[config.mk]
export PLATFORM = sky130hd
export DESIGN_NAME = if_stage
export DESIGN_NICKNAME = d
export VERILOG_FILES = /design/src/rtl/if_stage.sv
export SDC_FILE = /design/constraint.sdc
export NUM_CORES = 1
export LEC_CHECK = 0
export BUFFER_PORTS_ARGS = -buffer_cell sky130_fd_sc_hd__buf_2
export CAP_MARGIN = 20
export CORE_UTILIZATION = 60
export DETAILED_ROUTE_END_ITERATION = 8
export PLACE_DENSITY = 0.95
export SLEW_MARGIN = 0
export SYNTH_ARGS = -nofsm -noshare
export SYNTH_HDL_FRONTEND = slang
export SYNTH_SLANG_ARGS = --single-unit
[constraint.sdc]
create_clock -name clk -period 17.8 [get_ports clk]
set_input_delay 1.78 -clock clk [delete_from_list [all_inputs] [get_ports clk]]
set_output_delay 1.78 -clock clk [all_outputs]
set_load 0.01 [all_outputs]
[src/rtl/if_stage.sv]
// if_stage: tinyMIPS fetch stage with imem handshake, IF/ID register and one-entry stall buffer.
// Optional stall-cycle counter on stall_cnt_o when IF_STALL_CNT_EN is defined.
module if_stage #(
  parameter logic [31:0] RESET_PC = 32'h0000_0000
) (
  input  logic        clk,
  input  logic        rst_n,
  input  logic        stall_i,
  input  logic        flush_i,
  input  logic [31:0] new_pc_i,
  output logic        imem_req_o,
  output logic [31:0] imem_addr_o,
  input  logic        imem_ack_i,
  input  logic [31:0] imem_rdata_i,
  output logic [31:0] pc_o,
  output logic [31:0] inst_o,
  output logic        valid_o
`ifdef IF_STALL_CNT_EN
  ,
  output logic [31:0] stall_cnt_o
`endif
);
  typedef enum logic [1:0] {IDLE, REQ, HOLD, DROP} state_t;
  state_t      state, nxt_state;
  logic [31:0] fetch_pc, nxt_pc, buf_pc, buf_inst;
  logic        buf_vld, ack;
  // req is only ever high in REQ/DROP, so this also ignores stray acks
  assign ack = imem_ack_i & imem_req_o;
  always_comb begin
    nxt_state = state;
    nxt_pc    = fetch_pc;
    if (flush_i) begin
      nxt_pc    = {new_pc_i[31:2], 2'b00};
      nxt_state = ((state == REQ || state == DROP) && !ack) ? DROP : REQ;
    end else begin
      case (state)
        IDLE: nxt_state = REQ;
        REQ: begin
          nxt_pc    = ack ? fetch_pc + 32'd4 : fetch_pc;
          nxt_state = (ack && stall_i) ? HOLD : REQ;
        end
        HOLD: nxt_state = stall_i ? HOLD : REQ;
        DROP: nxt_state = ack ? REQ : DROP;
        default: nxt_state = IDLE;
      endcase
    end
  end
  always_ff @(posedge clk or posedge rst_n) begin
    if (rst_n) begin
      state       <= IDLE;
      fetch_pc    <= RESET_PC;
      imem_req_o  <= 1'b0;
      imem_addr_o <= RESET_PC;
      pc_o        <= '0;
      inst_o      <= '0;
      valid_o     <= 1'b0;
      buf_pc      <= '0;
      buf_inst    <= '0;
      buf_vld     <= 1'b0;
    end else begin
      state       <= nxt_state;
      fetch_pc    <= nxt_pc;
      imem_req_o  <= (nxt_state == REQ) || (nxt_state == DROP);
      // an abandoned request keeps its address until its ack arrives
      imem_addr_o <= (nxt_state == DROP) ? imem_addr_o : nxt_pc;
      if (flush_i) begin
        pc_o    <= '0;
        inst_o  <= '0;
        valid_o <= 1'b0;
        buf_vld <= 1'b0;
      end else if (state == REQ && ack && !stall_i) begin
        pc_o    <= fetch_pc;
        inst_o  <= imem_rdata_i;
        valid_o <= 1'b1;
      end else if (state == REQ && ack) begin
        buf_pc   <= fetch_pc;
        buf_inst <= imem_rdata_i;
        buf_vld  <= 1'b1;
      end else if (state == HOLD && !stall_i) begin
        pc_o    <= buf_pc;
        inst_o  <= buf_inst;
        valid_o <= buf_vld;
        buf_vld <= 1'b0;
      end else if (!stall_i) begin
        pc_o    <= '0;
        inst_o  <= '0;
        valid_o <= 1'b0;
      end
    end
  end
`ifdef IF_STALL_CNT_EN
  always_ff @(posedge clk or posedge rst_n) begin
    if (rst_n) stall_cnt_o <= '0;
    else if (stall_i) stall_cnt_o <= stall_cnt_o + 32'd1;
  end
`endif
endmodule
==> results of run 1 <==
==> power by group through the flow <==
stage | registers, µW | logic, µW | clock network, µW
floorplan | 561 | 115 | 0
global placement | 560 | 163 | 0
detailed placement | 565 | 170 | 0
CTS | 559 | 173 | 428
global route | 569 | 188 | 446
finish | 560 | 172 | 425
==> logic make-up after synthesis <==
family / share of synthesized area (%)
compound gates: 13.0
xor+xnor: 2.71
fa+ha+maj: 0.143
buf+inv: 3.15
flops: 56.2
mux: 11.3
simple gates: 13.5
==> tightest hold or removal path, delay by kind of cell (launching register included) <==
kind / cells / cell delay [ns]
DFF: 1 / 0.34
and+or+nand+nor: 2 / 0.10
==> layout make-up <==
type / instances / share of cell area (%)
repair buffers: 174 / 8.76
inverters: 5 / 0.256
clock inverters: 12 / 1.94
well taps: 180 / 2.19
flip-flops and latches: 196 / 47.7
clock buffers: 20 / 4.44
multi-input cells: 550 / 34.7
==> registers in the layout (all words and copies together) (netlist names) <==
signal,cells
inst_o,32
pc_o,32
valid_o,1
buf_vld,1
state,2
imem_addr_o,32
buf_inst,32
fetch_pc,32
buf_pc,32
==> worst paths after layout <==
kind / slack [ns] / end
min reg2reg: 0.47 / imem_addr_o[2]$_DFFE_PP0P_
max: 13.79 / buf_inst[23]$_DFFE_PP0P_
min: 0.47 / imem_addr_o[2]$_DFFE_PP0P_
max in group asynchronous: 14.85 / imem_addr_o[26]$_DFFE_PP0P_
min in group asynchronous: 1.52 / inst_o[28]$_DFFE_PP0P_
max reg2reg: 15.14 / imem_addr_o[6]$_DFFE_PP0P_
==> cells in the mapped netlist, types with 2 or more instances <==
cell	n	share of area [%]
xor2_1	8	0.80
nand4_1	13	0.93
buf_1	3	0.13
nor4_1	4	0.29
nand2_1	35	1.5
a21oi_1	75	4.3
dfrtp_1	196	56
nor3_1	6	0.34
a221o_1	12	1.4
a31oi_1	3	0.21
mux2_2	84	11
and4_1	2	0.20
nand3_1	12	0.69
nand4b_1	3	0.30
buf_2	12	0.69
clkbuf_1	46	2.0
nor2_1	154	6.6
inv_1	5	0.21
xnor2_1	19	1.9
a22oi_1	63	5.4
and3_1	14	1.0
mux2_1	3	0.39
nor2b_1	4	0.29
o31ai_1	3	0.26
o21ai_0	13	0.74
==> layer usage <==
metal  track usage [%]  vias to the layer above
met5                 0                        -
met4              15.1                        0
met3              6.46                       60
met2              47.5                      305
met1              39.0                     3391
li1                  -                     3131
==> through the flow <==
| stage | power (µW) | worst slack (ns) | util [%] |
|---|---|---|---|
| after floorplan | 675 | 10.68 | - |
| after global placement | 723 | 13.41 | 68.5 |
| after detailed placement | 736 | 13.39 | 68.5 |
| after CTS | 1160 | 13.83 | 73.2 |
| after global routing | 1200 | 13.68 | 73.2 |
| final | 1160 | 13.79 | 73.2 |
==> flow_metrics.py, run 1 <==
metrics = {
    "sta": {
        "whs_ns": 0.466,
        "slew_headroom_pct": 40.2,
        "fin_crit_sh_pct": 22.5,
        "finClkSkew_ns": 0.0104,
        "worst_slew_pin_slew_ns": 0.897,
        "hold_viol": 0,
        "fmax_mhz": 249,
        "report.final.slew_viol_count": 0,
        "rsz0062_at_grt": "false",
        "final.min_clock_period_ns": 4.01,
        "setup_tns_ns": 0,
        "report.final.setup_viol": 0,
    },
    "clocking": {
        "cts_tree": "yes",
        "post_cts_buffers": 0,
        "cts_inserted_buffers": 17,
        "numClockSinks": 196,
        "ctsHoldBuffers": 0,
        "max-clock-path-buffers": 2,
        "h-tree-depth": 4,
        "clk_latency_ns": 0.43,
        "cts_resized": 0,
        "clk_pin_slew_ns": 0.07,
        "cts_root_buffer": "clkbuf_16",
    },
    "route": {
        "postRouteAntennaNets": 0,
        "wl_per_cell_um": 18.9,
        "routed.top_layer": "met4",
        "drtIter0Drc": 604,
        "firstDrtPassIters": 6,
        "wl_met2_mm": 10.6,
        "wirelength_mm": 21.4,
        "drc": 0,
        "met3RoutedLength_mm": 1.44,
        "vias": 6887,
        "m1WireLength_mm": 8.68,
        "via_per_inst": 6.06,
    },
    "setup_path": {
        "crit_chain": "buf_4, nand2_1, nor2_4, buf_4, mux2_2",
        "crit_cells": 5,
        "ff2ff_path_depth": 6,
        "critPathArrivalTime_ns": 4.32,
        "path_buf_inv": 2,
        "worst-setup-path-type": "input port to register",
        "crit_path_frequent_cell": "buf_4",
        "critPathRequiredTime_ns": 18.11,
        "worstPathMaxFanout": 68,
        "cp_slowest_cell": "nor2_4",
        "cpLargestDelayFamily": "buffers and inverters",
        "slowest_delay_ns": 0.64,
        "cp-start-kind": "input port",
        "crit_start": "stall_i",
        "endpoint_kind": "register",
        "reg2reg_from": "state[0]$_DFF_PP0_",
    },
    "global_routing": {
        "grt_antenna_before_repair": 0,
        "grt_pass1_vias": 6805,
        "grt_max_degree": 126,
        "grt_usage_pct": 29.9,
        "gr-total-overflow": 0,
        "grt_first_pass_wirelength_mm": 34.3,
    },
    "synthesis": {
        "yosysUniqueCellTypes": 47,
        "syn_area_per_cell_um2": 10.7,
        "syn_area_um2": 8730,
        "ys.flop_type": "dfrtp_1",
        "synth_edf_count": 0,
        "syn-num-nets": 884,
        "postSynth.asyncResetShare_pct": 100,
        "yosysSeqAreaShare_pct": 56.2,
        "ys_seq_elements": 196,
        "yosysWarnings": 0,
        "synth_cells": 814,
    },
    "power_and_ir_drop": {
        "clockPowerShare_pct": 36.7,
        "p_sw_uw": 303,
        "p_per_area_nw_per_um2": 112,
        "p_int_uw": 853,
        "power_frac_comb_pct": 14.9,
        "switching_share_pct": 26.2,
        "leakage_uw": 0.00480,
        "power_frac_seq_pct": 48.4,
        "vdd_drop_max_mv": 0.0673,
    },
    "layout": {
        "synthToLayoutAreaGrowth_pct": 17.7,
        "nFillCells": 940,
        "layout_common_cells": "196 x dfrtp_1, 162 x buf_2, 153 x nor2_1",
        "final_cell_area_um2": 10300,
        "seqCellArea_um2": 4900,
        "instances_no_fill": 1137,
        "diodes": 0,
        "nets": 1014,
        "drive_above_1_share_pct": 31.2,
        "multi_input_area_um2": 3570,
        "layout_commonest_cell": "dfrtp_1",
    },
    "floorplanning": {
        "die-area_um2": 15000,
        "rows": 43,
        "die_h_um": 123,
        "ioPinCount": 167,
        "start_util_pct": 62.2,
        "core_um2": 14000,
        "die_w_um": 123,
    },
    "run": {
        "max_cap_violations": 0,
    },
    "placement": {
        "routabilityCongestion": 0.861,
        "placedCellCount": 1105,
        "portBuffers": 164,
        "placed_area_um2": 9630,
        "hpwl_mm": 13.2,
    },
    "run_status": {
        "status": "completed",
    },
    "min_path": {
        "min_from": "imem_addr_o[2]$_DFFE_PP0P_",
        "min_path_type": "register to register",
        "hold_depth": 2,
    },
}
Note: power is estimated with default switching activity, not from simulation.
==> run 2: changes to the inputs <==
--- a/config.mk
+++ b/config.mk
@@ -5,11 +5,12 @@
 export SDC_FILE = /design/constraint.sdc
 export NUM_CORES = 1
 export LEC_CHECK = 0
+export ABC_AREA = 1
 export BUFFER_PORTS_ARGS = -buffer_cell sky130_fd_sc_hd__buf_2
 export CAP_MARGIN = 20
-export CORE_UTILIZATION = 60
+export CORE_UTILIZATION = 50
 export DETAILED_ROUTE_END_ITERATION = 8
-export PLACE_DENSITY = 0.95
+export PLACE_DENSITY = 0.86
 export SLEW_MARGIN = 0
 export SYNTH_ARGS = -nofsm -noshare
 export SYNTH_HDL_FRONTEND = slang
==> constraint.sdc (replaced) <==
create_clock -name clk -period 3.25 [get_ports clk]
set_input_delay 0.325 -clock clk [delete_from_list [all_inputs] [get_ports clk]]
set_output_delay 0.325 -clock clk [all_outputs]
set_load 0.01 [all_outputs]
==> flow_metrics.py, run 2 <==
metrics = {
    "run_status": {
        "status": "completed",
    },
    "floorplanning": {
        "core_um2": 17500,
        "die_w_um": 136,
        "rows": 48,
        "die_h_um": 136,
        "die-area_um2": 18600,
        "ioPinCount": 167,
        "start_util_pct": 51.7,
    },
    "layout": {
        "nFillCells": 1526,
        "layout_common_cells": "308 x nand2_1, 196 x dfrtp_1, 164 x buf_2",
        "layout_commonest_cell": "nand2_1",
        "nets": 1257,
        "drive_above_1_share_pct": 20.9,
        "synthToLayoutAreaGrowth_pct": 17.1,
        "instances_no_fill": 1425,
    },
    "synthesis": {
        "synth_most_common_cell": "nand2_1",
        "syn-num-nets": 1119,
        "synth_edf_count": 0,
        "synth_top_area_share_pct": 54.3,
        "synth_cells": 1049,
        "yosysWarnings": 0,
        "syn_area_per_cell_um2": 8.61,
        "ys_seq_elements": 196,
        "postSynth.asyncResetShare_pct": 100,
        "yosysTopAreaCell": "dfrtp_1",
        "synth_area_leaders": "dfrtp_1 54%, nand2_1 13%, a22o_1 6.1%",
        "yosysUniqueCellTypes": 38,
        "yosys-top-cells-count": "308 x nand2_1, 196 x dfrtp_1, 98 x o21ai_1",
        "syn_area_um2": 9030,
        "ys.flop_type": "dfrtp_1",
        "yosysSeqAreaShare_pct": 54.3,
    },
    "clocking": {
        "cts_root_buffer": "clkbuf_16",
        "h-tree-depth": 4,
        "post_cts_buffers": 0,
        "clk_pin_slew_ns": 0.07,
        "cts_resized": 0,
        "cts_inserted_buffers": 17,
        "cts_tree": "yes",
        "numClockSinks": 196,
        "clk_latency_ns": 0.43,
        "max-clock-path-buffers": 2,
        "ctsHoldBuffers": 0,
    },
    "placement": {
        "hpwl_mm": 14.6,
        "placedCellCount": 1393,
        "routabilityCongestion": 0.888,
        "portBuffers": 164,
    },
    "power_and_ir_drop": {
        "p_per_area_nw_per_um2": 567,
        "clockPowerShare_pct": 34.8,
        "power_frac_comb_pct": 15.3,
        "leakage_uw": 0.00547,
        "p_int_uw": 4290,
        "p_sw_uw": 1710,
        "power_frac_seq_pct": 49.9,
        "switching_share_pct": 28.5,
        "vdd_drop_max_mv": 0.363,
    },
    "global_routing": {
        "grt_max_degree": 197,
        "grt_usage_pct": 24.5,
        "gr-total-overflow": 0,
        "grt_antenna_before_repair": 1,
        "grt_pass1_vias": 6979,
        "grt_first_pass_wirelength_mm": 35.2,
    },
    "route": {
        "drtIter0Drc": 521,
        "m1WireLength_mm": 10.2,
        "firstDrtPassIters": 6,
        "met3RoutedLength_mm": 1.33,
        "wl_met2_mm": 9.75,
        "wirelength_mm": 21.7,
        "via_per_inst": 5.24,
        "wl_per_cell_um": 15.2,
        "postRouteAntennaNets": 0,
        "vias": 7474,
        "drc": 0,
        "routed.top_layer": "met4",
    },
    "setup_path": {
        "cpLargestDelayFamily": "buffers and inverters",
        "rr_endpoint": "imem_addr_o[28]$_DFFE_PP0P_",
        "endpoint_kind": "register",
        "cp_slowest_cell": "inv_2",
        "worstPathMaxFanout": 28,
        "cp-start-kind": "register",
        "reg2reg_from": "state[0]$_DFF_PP0_",
        "worst-setup-path-type": "register to register",
        "ff2ff_path_depth": 8,
        "critPathArrivalTime_ns": 2.46,
        "path_buf_inv": 2,
        "crit_cells": 8,
        "critPathRequiredTime_ns": 3.61,
        "crit_chain": "inv_1, o21ai_2, o21ai_2, a21oi_4, nand2_2, inv_2, nand2_1, nand2_1",
        "slowest_delay_ns": 0.52,
        "rrSetupSlack_ns": 1.15,
    },
    "sta": {
        "worst_slew_pin_slew_ns": 1.05,
        "report.final.setup_viol": 0,
        "hold_viol": 0,
        "setup_tns_ns": 0,
        "fin_crit_sh_pct": 64.5,
        "report.final.slew_viol_count": 0,
        "fmax_mhz": 477,
        "finClkSkew_ns": 0.00923,
        "final.min_clock_period_ns": 2.10,
        "rsz0062_at_grt": "false",
        "slew_headroom_pct": 29.9,
    },
    "min_path": {
        "min_from": "new_pc_i[11]",
        "hold_depth": 3,
        "whs_endpoint": "fetch_pc[11]$_DFF_PP0_",
        "min_path_type": "input port to register",
    },
    "run": {
        "max_cap_violations": 0,
    },
}
## run 2: worst max path at each step
stage	slack (ns)	to	startpoint
after detailed placement	1.09	imem_addr_o[28]$_DFFE_PP0P_	flush_i
after global routing	0.97	imem_addr_o[19]$_DFFE_PP0P_	state[0]$_DFF_PP0_
final	1.15	imem_addr_o[28]$_DFFE_PP0P_	state[0]$_DFF_PP0_
after CTS	1.13	imem_addr_o[28]$_DFFE_PP0P_	state[0]$_DFF_PP0_
after floorplan	0.39	buf_inst[0]$_DFFE_PP0P_	rst_n
after global placement	1.22	imem_addr_o[13]$_DFFE_PP0P_	flush_i
## run 2: power by group through the flow
stage | clock (µW) | combinational [µW] | sequential [µW]
3_3_place_gp | 0 | 896 | 3020
5_1_grt | 2230 | 1050 | 3040
4_1_cts | 2130 | 931 | 2990
6_report | 2090 | 919 | 2990
3_5_place_dp | 0 | 928 | 3030
2_1_floorplan | 0 | 581 | 3050
## run 2: metal layers
layer / track usage (%) / vias up
li1: - / 3702
met1: 34.3 / 3512
met2: 37.7 / 230
met3: 5.56 / 30
met4: 8.15 / 0
met5: 0 / -
## run 2: logic make-up after synthesis
| logic type | share of synthesized area (%) |
|---|---|
| compound gates | 16.2 |
| xor+xnor | 0.194 |
| fa+ha+maj | 0.139 |
| buf+inv | 7.30 |
| flops | 54.3 |
| simple gates | 21.8 |
## run 2: layout make-up
| type | instances | area [µm²] | share of cell area (%) |
|---|---|---|---|
| Clock buffer | 19 | 453 | 4.28 |
| Inverter | 100 | 384 | 3.63 |
| Antenna cell | 1 | 2.50 | 0.0237 |
| Multi-Input combinational cell | 698 | 3490 | 33.0 |
| Timing Repair Buffer | 174 | 933 | 8.83 |
| Clock inverter | 12 | 129 | 1.22 |
| Tap cell | 225 | 282 | 2.66 |
| Sequential cell | 196 | 4900 | 46.4 |
## run 2: stage by stage
step	instance area [µm²]	total power [µW]	worst slack [ns]	utilization, %	hold slack [ns]
after floorplan	9040	3630	0.393	-	0.442
after global placement	9990	3920	1.22	57.2	0.453
after detailed placement	9990	3960	1.09	57.2	0.460
after CTS	10600	6050	1.13	60.5	0.106
after global routing	10600	6310	0.974	60.5	0.118
final	10600	6000	1.15	60.5	0.119
## run 2: worst min-delay path: cells and delay by family
kind	cells	cell delay, ns
buffers and inverters	1	0.07
AND/OR/NAND/NOR	2	0.12
